<file path="src/rtl/multicycle_ctrl.sv">
// ---------------------------------------------------------------------------
// multicycle_ctrl
//   Multi-cycle sequencer for a 12-instruction MIPS-like core
//   (add/sub/and/or/addi/andi/ori/lw/sw/beq/bne/j).  It walks each
//   instruction through IF/ID/EX/MEM/WB over one shared memory port with a
//   ready handshake.  It drives the datapath strobes and mux selects state by
//   state, and it reuses the single-cycle encodings for Aluc, Pcsrc, Regrt,
//   Se, Aluqb and Reg2reg.
//
// Parameters
//   CNT_W    : width of the retired-instruction counter Icount
//   WAIT_MAX : wait cycles allowed per memory request before trapping
//              (0 disables the timeout)
//
// Ports
//   Clk, Reset            : clock (rising edge), synchronous active-high reset
//   Op, Func              : IR[31:26] / IR[5:0], valid from ID onward
//   Z                     : ALU zero flag (combinational, used in EX)
//   Memrdy                : memory completes the current request this cycle
//   Memrd, Memwr, Iord    : memory read/write request, address select
//   Irwr, Pcwr, Pcsrc     : IR load, PC write enable, PC source select
//   Regrt, Se, Aluqb, Aluc: datapath decode selects
//   Wreg, Reg2reg         : register write enable, write-back source select
//   State                 : current state encoding (debug)
//   Retire, Icount        : completion pulse and retired-instruction count
//   Trap                  : sticky illegal-instruction / memory-timeout flag
// ---------------------------------------------------------------------------
module multicycle_ctrl #(
  parameter int CNT_W    = 32,
  parameter int WAIT_MAX = 255
) (
  input  logic             Clk,
  input  logic             Reset,
  input  logic [5:0]       Op,
  input  logic [5:0]       Func,
  input  logic             Z,
  input  logic             Memrdy,
  output logic             Memrd,
  output logic             Memwr,
  output logic             Iord,
  output logic             Irwr,
  output logic             Pcwr,
  output logic [1:0]       Pcsrc,
  output logic             Regrt,
  output logic             Se,
  output logic             Aluqb,
  output logic [1:0]       Aluc,
  output logic             Wreg,
  output logic             Reg2reg,
  output logic [2:0]       State,
  output logic             Retire,
  output logic [CNT_W-1:0] Icount,
  output logic             Trap
);

  typedef enum logic [2:0] {
    S_IF   = 3'b000,
    S_ID   = 3'b001,
    S_EX   = 3'b010,
    S_MEM  = 3'b011,
    S_WB   = 3'b100,
    S_TRAP = 3'b111
  } state_e;

  localparam logic [5:0] OP_R    = 6'b000000;
  localparam logic [5:0] OP_ADDI = 6'b001000;
  localparam logic [5:0] OP_ANDI = 6'b001100;
  localparam logic [5:0] OP_ORI  = 6'b001101;
  localparam logic [5:0] OP_LW   = 6'b100011;
  localparam logic [5:0] OP_SW   = 6'b101011;
  localparam logic [5:0] OP_BEQ  = 6'b000100;
  localparam logic [5:0] OP_BNE  = 6'b000101;
  localparam logic [5:0] OP_J    = 6'b000010;
  localparam logic [5:0] F_ADD   = 6'b100000;
  localparam logic [5:0] F_SUB   = 6'b100010;
  localparam logic [5:0] F_AND   = 6'b100100;
  localparam logic [5:0] F_OR    = 6'b100101;

  // Last wait-count value before the timeout fires; unused when WAIT_MAX==0.
  localparam logic [31:0] WAIT_LAST = (WAIT_MAX == 0) ? 32'd0 : 32'(WAIT_MAX - 1);

  state_e           state_q, state_d;
  logic [31:0]      wcnt_q, wcnt_d;
  logic [CNT_W-1:0] icount_q, icount_d;

  // Instruction decode (IR is stable from ID until the instruction retires)
  logic is_r, r_add, r_sub, r_and, r_or;
  logic is_addi, is_andi, is_ori, is_lw, is_sw, is_beq, is_bne, is_j;
  logic is_imm, legal;
  logic [1:0] dec_aluc;
  logic       dec_aluqb, dec_se;

  assign is_r    = (Op == OP_R);
  assign r_add   = is_r && (Func == F_ADD);
  assign r_sub   = is_r && (Func == F_SUB);
  assign r_and   = is_r && (Func == F_AND);
  assign r_or    = is_r && (Func == F_OR);
  assign is_addi = (Op == OP_ADDI);
  assign is_andi = (Op == OP_ANDI);
  assign is_ori  = (Op == OP_ORI);
  assign is_lw   = (Op == OP_LW);
  assign is_sw   = (Op == OP_SW);
  assign is_beq  = (Op == OP_BEQ);
  assign is_bne  = (Op == OP_BNE);
  assign is_j    = (Op == OP_J);
  assign is_imm  = is_addi | is_andi | is_ori;
  assign legal   = r_add | r_sub | r_and | r_or | is_imm | is_lw | is_sw |
                   is_beq | is_bne | is_j;

  // Branches compare by subtraction; loads/stores compute addresses by add.
  always_comb begin
    dec_aluc = 2'b00;
    if (r_sub | is_beq | is_bne) dec_aluc = 2'b01;
    else if (r_and | is_andi)    dec_aluc = 2'b10;
    else if (r_or | is_ori)      dec_aluc = 2'b11;
  end
  assign dec_aluqb = r_add | r_sub | r_and | r_or | is_beq | is_bne;
  assign dec_se    = is_addi | is_lw | is_sw | is_beq | is_bne;

  // A request that has waited WAIT_MAX cycles with no Memrdy gives up.
  logic wait_expired;
  assign wait_expired = (WAIT_MAX != 0) && (wcnt_q == WAIT_LAST);

  // Ungated outputs, decoded from state (and Memrdy/Z where handshaked)
  logic memrd_c, memwr_c, irwr_c, pcwr_c, wreg_c, retire_c;

  always_comb begin
    memrd_c  = 1'b0;
    memwr_c  = 1'b0;
    irwr_c   = 1'b0;
    pcwr_c   = 1'b0;
    wreg_c   = 1'b0;
    retire_c = 1'b0;
    Iord     = 1'b0;
    Pcsrc    = 2'b00;
    Regrt    = 1'b0;
    Se       = 1'b0;
    Aluqb    = 1'b0;
    Aluc     = 2'b00;
    Reg2reg  = 1'b0;
    case (state_q)
      S_IF: begin
        memrd_c = 1'b1;
        if (Memrdy) begin
          irwr_c = 1'b1;
          pcwr_c = 1'b1;
        end
      end
      S_ID: begin
        if (is_j) begin
          pcwr_c   = 1'b1;
          Pcsrc    = 2'b11;
          retire_c = 1'b1;
        end
      end
      S_EX: begin
        Aluc  = dec_aluc;
        Aluqb = dec_aluqb;
        Se    = dec_se;
        if (is_beq | is_bne) begin
          pcwr_c   = is_beq ? Z : ~Z;
          Pcsrc    = 2'b10;
          retire_c = 1'b1;
        end
      end
      S_MEM: begin
        Iord    = 1'b1;
        memrd_c = is_lw;
        memwr_c = is_sw;
        if (Memrdy && is_sw) retire_c = 1'b1;
      end
      S_WB: begin
        wreg_c   = 1'b1;
        Regrt    = is_imm | is_lw;
        Reg2reg  = ~is_lw;
        retire_c = 1'b1;
      end
      default: ;
    endcase
  end

  // A reset cycle must never leak a partial write, fetch or retire.
  assign Memrd  = memrd_c  & ~Reset;
  assign Memwr  = memwr_c  & ~Reset;
  assign Irwr   = irwr_c   & ~Reset;
  assign Pcwr   = pcwr_c   & ~Reset;
  assign Wreg   = wreg_c   & ~Reset;
  assign Retire = retire_c & ~Reset;

  // Next state; the wait counter restarts whenever a request is not pending.
  always_comb begin
    state_d  = state_q;
    wcnt_d   = 32'd0;
    icount_d = icount_q + CNT_W'(Retire);
    case (state_q)
      S_IF: begin
        if (Memrdy)            state_d = S_ID;
        else if (wait_expired) state_d = S_TRAP;
        else                   wcnt_d  = wcnt_q + 32'd1;
      end
      S_ID: begin
        if (!legal)    state_d = S_TRAP;
        else if (is_j) state_d = S_IF;
        else           state_d = S_EX;
      end
      S_EX: begin
        if (is_beq | is_bne)    state_d = S_IF;
        else if (is_lw | is_sw) state_d = S_MEM;
        else                    state_d = S_WB;
      end
      S_MEM: begin
        if (Memrdy)            state_d = is_lw ? S_WB : S_IF;
        else if (wait_expired) state_d = S_TRAP;
        else                   wcnt_d  = wcnt_q + 32'd1;
      end
      S_WB:    state_d = S_IF;
      S_TRAP:  state_d = S_TRAP;
      default: state_d = S_IF;
    endcase
  end

  always_ff @(posedge Clk) begin
    if (Reset) begin
      state_q  <= S_IF;
      wcnt_q   <= 32'd0;
      icount_q <= '0;
    end else begin
      state_q  <= state_d;
      wcnt_q   <= wcnt_d;
      icount_q <= icount_d;
    end
  end

  assign State  = state_q;
  assign Icount = icount_q;
  assign Trap   = (state_q == S_TRAP);

endmodule

</file>
<file path="config.mk">
export PLATFORM = sky130hd
export DESIGN_NAME = multicycle_ctrl
export DESIGN_NICKNAME = d
export VERILOG_FILES = /design/src/rtl/multicycle_ctrl.sv
export SDC_FILE = /design/constraint.sdc
export NUM_CORES = 1
export LEC_CHECK = 0
export ABC_AREA = 1
export CELL_PAD_IN_SITES_DETAIL_PLACEMENT = 0
export CELL_PAD_IN_SITES_GLOBAL_PLACEMENT = 1
export CORE_MARGIN = 1
export CORE_UTILIZATION = 41
export CTS_CLUSTER_SIZE = 28
export DETAILED_ROUTE_END_ITERATION = 10
export GPL_TIMING_DRIVEN = 0
export PLACE_DENSITY_LB_ADDON = 0.1
export SLEW_MARGIN = 10
export SYNTH_ARGS = -nofsm -noshare
export SYNTH_HDL_FRONTEND = slang
export SYNTH_SLANG_ARGS = --single-unit
</file>
<file path="constraint.sdc">
create_clock -name Clk -period 6.2 [get_ports Clk]
set_input_delay 1.55 -clock Clk [delete_from_list [all_inputs] [get_ports Clk]]
set_output_delay 1.55 -clock Clk [all_outputs]
set_load 0.05 [all_outputs]
</file>
Word level (Yosys, flattened, before mapping)
Index checks and enable logic that the tools add are counted. Widths: inputs -> output; s select.

Flip-flop bits (word level): 67. Input port bits: 16. Output and inout port bits: 51. Logic and storage cells: 99.

Add/subtract/negate cells: 2. Equal/unequal tests: 18. Mux-type cells: 33. Bitwise logic cells: 34. Reduce and logical (&&, ||, !) cells: 9.

Operator list (number): $eq 6x6->1 const B (6); $add 32x1->32 (1); $add 32x1->32 const B (1); $eq 32x8->1 const B (1); $or 1x1->1 (24); $mux 3 (7); $eq 6x4->1 const B (3); $pmux 3 s5 (1); $mux 1 (14); $mux 2 (7); $eq 6x3->1 const B (2); $and 1x1->1 (6); $eq 3x2->1 const B (2); $eq 3x3->1 const B (2); $eq 6x2->1 const B (1); $logic_not 6->1 (1); $logic_and 1x1->1 (5); $not 1->1 (4); $pmux 1 s4 (1); $pmux 2 s2 (1); $reduce_or 4->1 (1); $eq 3x1->1 const B (1); $logic_not 3->1 (1); $pmux 1 s3 (1); 2 further kinds (2).

Depth between registers and ports, before layout
Depth after elaboration: 13. Depth in mapped cells: 18.

Worst setup path after synthesis
No wires, ideal clock.

Path type: input port to output port. From: input port Op[4]. To: output port Retire. Arrival: 3.337 ns. Required time: 4.650 ns. Setup slack: 1.313 ns. Cell stages on the path: 7. Path buffers: 0. Cell sequence: nor2_1 -> nand2_1 -> nor2_1 -> nand2_1 -> nand2_1 -> a21oi_1 -> a21oi_1.

Cells in the longest elaborated chain, start to end: 5.

Ends and longest elaborated chain: start: declaration (RTL line 34) `input logic [5:0] Op,`; $eq 6x3->1 (tied with other cells) (RTL line 103) `assign is_beq = (Op == OP_BEQ);`; $or 1x1->1 / $logic_and 1x1->1 (equally long branches) (RTL line 160, 170); $mux 1 (on tied branches) (RTL line 160, 170); $pmux 1 s4 * (RTL line 141) `case (state_q)`; $and 1x1->1 * (RTL line 188) `assign Retire = retire_c & ~Reset;`; end: declaration (RTL line 51) `output logic Retire,`.

Every way passes the cells marked *; elsewhere a longest branch is shown, timed or not.

Worst setup path in the final report
Ends and elaborated chain as after synthesis.

==> metrics.txt <==
max-cap violations=0; maximum clock insertion buffer count=2; mean number of vias per cell=4.88; fraction of the yosys area taken by sequential cells=31.8%; highest attainable clock frequency=184 MHz; P_leak=1.98 nW; iteration-0 DRC count of the detailed router=155; horizontal die dimension=103 um; min-delay src=Icount[31]; critical path startpoint=Op[4]; Gate power share=24.2%; unrepaired setup endpoints after global routing=no; share of synthesized flip-flops with an asynchronous set or reset=0%; max-slew violation total from the final report=0; r2r setup slk=3.19 ns; RR Startpoint=State[1]; flop and latch count out of synthesis=67; internal power component=763 uW; switching pwr=392 uW; top post-synthesis cells by area=sky130_fd_sc_hd__dfxtp_1, sky130_fd_sc_hd__nand2_1, sky130_fd_sc_hd__nor2_1; height of the chip=103 um; number of instances in the placed design=860; capture point of the worst path=Retire; Slew @ Worst Pin=0.598 ns; cell area after synthesis=4210 um^2; Fin Clk Skew=0.0124 ns; total negative setup slack=0 ns; cts bufs inserted=9; layout filler cell count=1010; total core area=9860 um^2; IO Pins=67; total grt overflow=0; wire length of the first global-routing pass=18800 um; layout overhead on the synthesized area=24.7%; post-cts gate resize count=0; clock network fraction of design power=36.1%; worst ir drop on vdd=0.126 mV; share of post-route cells with drive strength above 1=9.83%; antenna diode count=0; IO buf count=65; status=complete, no violations; overall track demand over capacity in global routing=22.7%; Worst Setup End Kind=output port; vias in the first global route=4008; final HPWL from detailed placement=9080 um; CP arrival=3.89 ns; Final Net Count=758; number of cells produced by synthesis=662; non-filler cells, final=876; Hold Path Class=reg2reg; classification of the worst setup path=in2out; kind of launch point of the worst setup path=primary input; required arrival time at the worst endpoint=4.65 ns; largest net degree at the start of global routing=14; RD Place Congestion=0.888; areal power density over the cells=220 nW/um^2; number of enable flip-flop cells after synthesis=0; number of buffers inserted by hold repair at cts=0; total DRC errors in the routed layout=0; mean post-synth cell area=6.37 um^2; clock-pin transition on the worst setup and hold timing paths=0.08 ns; Critical Path Fanout Max=6; switching part of the total=33.9%; area of all placed cells without fillers=5260 um^2; synthesis warning total=0; post-synthesis cell type with the largest combined area=sky130_fd_sc_hd__dfxtp_1; number of library cell types mapped by synthesis=39; final routed wirelength across all metal layers=11500 um; TritonCTS clock tree=built; most instantiated flip-flop cell in the synthesis netlist=sky130_fd_sc_hd__dfxtp_1; Relative slew margins=60.2%; detailed-route via count=4275; Sequential Power Share=39.7%; top-area cell type share of the netlist area=31.8%; share of the clock period used by the worst path after layout=87.8%; final worst path period need=5.44 ns; detail-routed net length per standard cell=13.1 um; # clock sinks=67; endpoint of the lowest-slack register-to-register path=Icount[20]; clock network latency to the later pin of the worst-skew pair=0.35 ns; R2R cell count=17; antenna violations before repair=0; endpoints failing setup=0; clock root buffer=sky130_fd_sc_hd__clkbuf_8; Placed Area=5030 um^2; H-tree Lvls=3; count of nets left with antenna violations after detail routing=0; number of hold-slack violations in the final timing report=0; Std-Cell Rows=36; die area=10700 um^2; initial core utilization=42.7%; count of TritonRoute iterations in the first routing pass=5; core occupancy in the finished layout=53.3%; Post-CTS Repair Setup Buffers=0; Hold Worst Slack=0.478 ns; Synth Net Count=682
kinds of logic after synthesis:
kind of cell / Yosys count / synth area share [%]
xor+xnor: 13 / 2.70
simple gates: 397 / 45.5
compound gates: 67 / 8.34
fa+ha+maj: 4 / 1.19
buf+inv: 114 / 10.4
flops: 67 / 31.8
area by class of cell:
cell class / instances / area (um^2) / area share [%]
Clock inverter: 7 / 100 / 1.90
Tap cell: 133 / 166 / 3.17
Sequential cell: 67 / 1340 / 25.5
Inverter: 107 / 402 / 7.64
Buffer: 7 / 37.5 / 0.714
Timing Repair Buffer: 65 / 651 / 12.4
Multi-Input combinational cell: 481 / 2430 / 46.3
Clock buffer: 9 / 124 / 2.36
state kept, by name, summed over array words and instances, names as in the netlist:
signal / count
Icount: 32
State: 3
wcnt_q: 32
worst max-delay path: stages:
cell and delay (ns):
sky130_fd_sc_hd__clkdlybuf4s50_1 0.44, sky130_fd_sc_hd__nor2_1 0.31, sky130_fd_sc_hd__nand2_1 0.09, sky130_fd_sc_hd__nor2_1 0.17, sky130_fd_sc_hd__nand2_1 0.13, sky130_fd_sc_hd__nand2_1 0.11
sky130_fd_sc_hd__a21oi_1 0.05, sky130_fd_sc_hd__a21oi_1 0.20, sky130_fd_sc_hd__clkdlybuf4s50_1 0.83
per-layer routing:
layer	GRT usage, %	wire length [um]	up-vias	share of wire (%)
li1	-	-	2240	-
met1	29.9	5430	1929	47
met2	39.4	5480	94	48
met3	2.55	455	12	4.0
met4	6.07	117	0	1.0
met5	0	0	-	0
layout by cell type (no fill, tap or decap), types with 10 or more instances in the layout:
master and instances:
sky130_fd_sc_hd__nand3_1 40, sky130_fd_sc_hd__nand4_1 16, sky130_fd_sc_hd__xor2_1 10, sky130_fd_sc_hd__inv_1 97, sky130_fd_sc_hd__a21oi_1 44, sky130_fd_sc_hd__nor3_2 12, sky130_fd_sc_hd__clkdlybuf4s50_1 65, sky130_fd_sc_hd__nand2_1 163
sky130_fd_sc_hd__nor2_1 106, sky130_fd_sc_hd__nor3_1 21, sky130_fd_sc_hd__dfxtp_1 67, sky130_fd_sc_hd__o21ai_0 17
worst min path at each step:
| stage | cells past startpoint | slack (ns) | end |
|---|---|---|---|
| after floorplan | 1 | 0.44 | wcnt_q[0] |
| after global placement | 1 | 0.45 | wcnt_q[0] |
| after detailed placement | 2 | 0.46 | Icount[31] |
| after CTS | 2 | 0.48 | Icount[31] |
| after global routing | 2 | 0.49 | Icount[31] |
| final | 2 | 0.48 | Icount[31] |
synth_stat cells, types with 2 or more instances:
library cell,n
sky130_fd_sc_hd__o21ai_0,17
sky130_fd_sc_hd__nand2_1,163
sky130_fd_sc_hd__or2_0,2
sky130_fd_sc_hd__nor2_4,6
sky130_fd_sc_hd__xor2_1,10
sky130_fd_sc_hd__or2_1,2
sky130_fd_sc_hd__nand3b_1,3
sky130_fd_sc_hd__inv_1,97
sky130_fd_sc_hd__nand4_1,16
sky130_fd_sc_hd__nor3_2,12
sky130_fd_sc_hd__inv_2,9
sky130_fd_sc_hd__a21oi_1,44
sky130_fd_sc_hd__nor2_2,3
sky130_fd_sc_hd__buf_2,3
sky130_fd_sc_hd__buf_1,2
sky130_fd_sc_hd__nor3b_2,2
sky130_fd_sc_hd__ha_1,4
sky130_fd_sc_hd__nand3_1,40
sky130_fd_sc_hd__xnor2_1,3
sky130_fd_sc_hd__nand3_4,2
sky130_fd_sc_hd__o21ai_1,2
sky130_fd_sc_hd__nand3_2,2
sky130_fd_sc_hd__dfxtp_1,67
sky130_fd_sc_hd__nor3_4,3
sky130_fd_sc_hd__nand2_2,9
sky130_fd_sc_hd__nor2_1,106
sky130_fd_sc_hd__nor3_1,21
through the flow:
stage / power, mW / setup WS (ns)
floorplan: 0.662 / 1.31
global placement: 0.750 / 0.771
detailed placement: 0.750 / 0.768
CTS: 1.17 / 0.765
global route: 1.21 / 0.525
finish: 1.16 / 0.757
power groups by stage:
stage	logic (mW)	clock network, mW	registers (mW)
final	0.280	0.417	0.459
after global routing	0.303	0.447	0.461
after CTS	0.282	0.431	0.458
after detailed placement	0.282	0	0.468
after global placement	0.282	0	0.468
after floorplan	0.164	0	0.498
No activity file was read; power rests on OpenSTA's default activity.
==> variant 1: new RTL, same flow settings <==
Set the parameter `CNT_W` to 24 (it was 32).
--- a/src/rtl/multicycle_ctrl.sv
+++ b/src/rtl/multicycle_ctrl.sv
@@ -26,7 +26,7 @@
 //   Trap                  : sticky illegal-instruction / memory-timeout flag
 // ---------------------------------------------------------------------------
 module multicycle_ctrl #(
-  parameter int CNT_W    = 32,
+  parameter int CNT_W    = 24,
   parameter int WAIT_MAX = 255
 ) (
   input  logic             Clk,
Interface: changed (resized Icount); port bits go from 67 to 59. No check against the original RTL was run, so the function may have changed too.
==> variant 1 against the unedited design <==
Final area decreased by 14%; via count fell by 18%; clock skew increased by 0.0026 ns; sequential cell count decreased by 8; sequential share of layout area grew 0.65 points; sequential power shrank 9.8%; worst setup slack got worse by 0.013 ns; total power is 2.0% lower; synthesized area is 15% lower; routed wire length is 23% lower; largest power group unchanged.
==> variant 1: results (changes against the unedited design) <==
largest cells by area after synthesis dfxtp_1 33%, nand2_1 14%, nor2_1 10%; via count of the first global-routing pass 3296 (-18%); internal power summed over all cells 0.7415 mW (-2.9%); wl on met1 4254 microns (-22%); Worst Max-Slew Pin Slew 0.5827 ns (-0.01502 ns); total length of routed wires 8846 microns (-23%); Crit path arrival time 3.91 ns (+0.02 ns); top flip-flop cell by instance count after synthesis dfxtp_1; vias per std cell 4.796 (-1.7%); critical register-to-register path startpoint State[1]; register-to-register setup slack 3.33 ns (+0.14 ns); filler cell count 825 (-18%); Post-synth top cells 132 x nand2_1, 100 x nor2_1, 81 x inv_1, 59 x dfxtp_1, 36 x nand3_1; maximum VDD drop 0.2174 mV (+72%); endpoint of the most critical register-to-register path Icount[22]; Routed met3 length 420 microns (-7.7%); end point of the worst hold path wcnt_q[30]; Final #Nets 641 (-15%); WHS 0.4655 ns (-0.01206 ns); Seq/Total Area, Yosys 32.96% (+1.1 points); number of placed instances, taps included 715 (-17%); overall die area 0.009118 sq mm (-15%); total inserted antenna cells 0 (unchanged); fraction of layout cells with a size suffix above 1 8.626% (-1.2 points); net count of the mapped netlist 573 (-16%); met2 track demand over resource 35.18% (-4.2 points); worst setup slack before clock tree synthesis 0.7564 ns (-0.01124 ns); number of violations reported at the end of detailed-routing iteration 0 87 (-44%); Max FO, Critical Path 7 (+1); synthesized area per cell 6.480 sq um (+1.8%); half-perimeter wire length after placement 6819 microns (-25%); overall routing resource usage 20.81% (-1.9 points); RD Place Congestion 0.8145 (-8.3%); final clock skew 0.01493 ns (+0.002553 ns); number of detailed-routing iterations run before antenna repair 6 (+1); result of the run complete, no violations; routed length on met2 4113 microns (-25%); I/O Buffers 57 (-12%); startpoint of the worst hold path wcnt_q[30]; peak-usage layer in the global routing report met2; maximum number of pins on one net before global-route repair 11 (-3); static power due to leakage 1.744 nW (-12%); clock edge transition at the registers on the reported setup and hold paths 0.06 ns (-0.02 ns); Cell variety after synth 37 (-5.1%); DP Area 0.004285 sq mm (-15%); met3 Usage GRT 6.380% (+3.8 points); met1 global-route usage 25.53% (-4.3 points); wire length of the first global-routing pass 14770 microns (-21%); number of standard cells in the layout, taps in and fillers out 731 (-17%)
[variant 1: worst max-delay path, delay by kind of cell]
family,cells,cell delay [ns]
AND/OR/NAND/NOR,5,0.77
AO/OA/AOI/OAI,1,0.17
buffers and inverters,3,1.42
[variant 1: layout make-up]
type | count | area (sq um) | share of cell area (%)
sequential | 59 | 1181 | 26.17
buffer | 6 | 37.54 | 0.8317
clock buffer | 12 | 155.1 | 3.438
inverter | 82 | 307.8 | 6.820
clock inverter | 4 | 72.57 | 1.608
timing repair buffer | 57 | 570.5 | 12.64
tap | 105 | 131.4 | 2.911
multi-input combinational | 406 | 2057 | 45.58
[variant 1: cells by family (layout without fill, tap and decap cells)]
logic type,Yosys count,after routing,synth area share (%)
AO/OA/AOI/OAI,37,37,5.866
XOR/XNOR,22,22,5.377
adder cells (fa/ha/maj),4,4,1.397
buffers and inverters,88,161,9.637
flip-flops,59,59,32.96
AND/OR/NAND/NOR,343,343,44.76
[variant 1: worst max path at each step]
| stage | slack, ns | startpoint | endpoint | cells past startpoint |
|---|---|---|---|---|
| 2_1_floorplan | 1.27 | Op[4] | Retire | 7 |
| 3_3_place_gp | 0.74 | Op[4] | Retire | 9 |
| 3_5_place_dp | 0.76 | Op[4] | Retire | 9 |
| 4_1_cts | 0.73 | Op[4] | Retire | 9 |
| 5_1_grt | 0.55 | Op[4] | Retire | 9 |
| 6_report | 0.74 | Op[4] | Retire | 9 |
[variant 1: power by group through the flow]
| stage | Clock (mW) | Sequential [mW] | Combinational (mW) |
|---|---|---|---|
| after floorplan | 0 | 0.456 | 0.184 |
| after global placement | 0 | 0.423 | 0.312 |
| after detailed placement | 0 | 0.424 | 0.312 |
| after CTS | 0.415 | 0.415 | 0.314 |
| after global routing | 0.428 | 0.417 | 0.340 |
| final | 0.407 | 0.414 | 0.312 |
==> variant 2: new RTL, same flow settings <==
Without the edit above. Put one more register stage on the output `Icount`, cleared by the reset. The value now appears one clock later. The other outputs are not delayed to match.
--- a/src/rtl/multicycle_ctrl.sv
+++ b/src/rtl/multicycle_ctrl.sv
@@ -232,7 +232,13 @@
   end
 
   assign State  = state_q;
-  assign Icount = icount_q;
+  always_ff @(posedge Clk) begin
+    if (Reset) begin
+      Icount <= '0;
+    end else begin
+      Icount <= icount_q;
+    end
+  end
   assign Trap   = (state_q == S_TRAP);
 
 endmodule
Formal check against the unedited RTL: not equivalent (Yosys sat finds a counterexample within 4 cycles, from zero or initial values and one cycle with Reset high).
==> variant 2 against the unedited design <==
The run now ends with design-rule violations left; count of clock-buffer cells in the layout is the same; synthesized area grew 17%; sequential cell count rose by 32; final area grew 16%; first-iteration DRC count increased by 150%; total power rose by 30%; global-route usage down 1.2 points; synthesized cell count is 13% higher; register-to-register slack gained 0.16 ns; sequential share of layout area increased by 7.1 points; via count is 12% higher; routed wire length grew 11%; worst setup slack got worse by 0.023 ns; critical path type unchanged; highest routed layer unchanged.
==> variant 2: results (changes against the unedited design) <==
switching fraction of total power 30.31% (-3.6 points); Final #Nets 844 (+11%); maximum VDD drop 0.2890 mV (+130%); Residual DRC 3 (+3); register-to-register setup slack 3.35 ns (+0.16 ns); half-perimeter wire length after placement 10010 microns (+10%); critical register-to-register path startpoint State[0]; WHS 0.4374 ns (-0.04023 ns); number of violations reported at the end of detailed-routing iteration 0 380 (+150%); count of inverters other than clock inverters in the layout 117 (+9.3%); worst setup slack before clock tree synthesis 0.7245 ns (-0.04322 ns); wire length of the first global-routing pass 21290 microns (+13%); endpoint of the most critical register-to-register path icount_q[20]; fraction of layout cells with a size suffix above 1 6.996% (-2.8 points); end point of the worst hold path Icount[0]; Cell variety after synth 31 (-21%); final design instance area without fill 0.006078 sq mm (+16%); violated checks design-rule violations; met2 track demand over resource 33.91% (-5.5 points); xor and xnor area share after synthesis 1.773% (-0.93 points); final clock skew 0.006577 ns (-0.005796 ns); result of the run complete, but fails checks; static power due to leakage 2.221 nW (+12%); multi-input gates 521 (+8.3%); synthesized instance count 747 (+13%); share of synthesized cell area in full adder, half adder and majority cells 1.013% (-0.17 points); Max FO, Critical Path 7 (+1); vias per std cell 4.921 (+0.83%); slowest cell delay on critical path 0.85 ns (+0.02 ns); number of standard cells in the layout, taps in and fillers out 972 (+11%); Seq/Total Area, Yosys 40.12% (+8.3 points); met1 global-route usage 29.03% (-0.83 points); synthesized area per cell 6.613 sq um (+3.9%); Layout non-clock buf frac 11.55% (-1.5 points); final-layout clock-cell area share 4.920% (+0.66 points); DP Area 0.005779 sq mm (+15%)
-- variant 2: how the worst max path moves through the flow --
stage	from	end	slack [ns]	cells past startpoint
after floorplan	Op[4]	Retire	1.05	5
after global placement	Op[4]	Retire	0.74	7
after detailed placement	Op[4]	Retire	0.72	7
after CTS	Op[4]	Retire	0.71	7
after global routing	Op[2]	Aluqb	0.58	9
final	Op[4]	Retire	0.73	7
-- variant 2: power groups by stage --
stage / Combinational (mW) / Sequential (mW) / Clock, mW
after floorplan: 0.159 / 0.705 / 0
after global placement: 0.274 / 0.678 / 0
after detailed placement: 0.275 / 0.678 / 0
after CTS: 0.277 / 0.664 / 0.581
after global routing: 0.301 / 0.666 / 0.610
final: 0.275 / 0.664 / 0.567
-- variant 2: cell families after synthesis --
kind of cell,Yosys count
compound gates,78
fa+ha+maj,4
buf+inv,127
simple gates,429
xor+xnor,10
flops,99
-- variant 2: routing by layer --
metal  part of all wire (%)  vias up
met5                      0        -
met4                    1.3        0
met3                    5.1       14
met2                     43      117
met1                     51     2149
li1                       -     2503
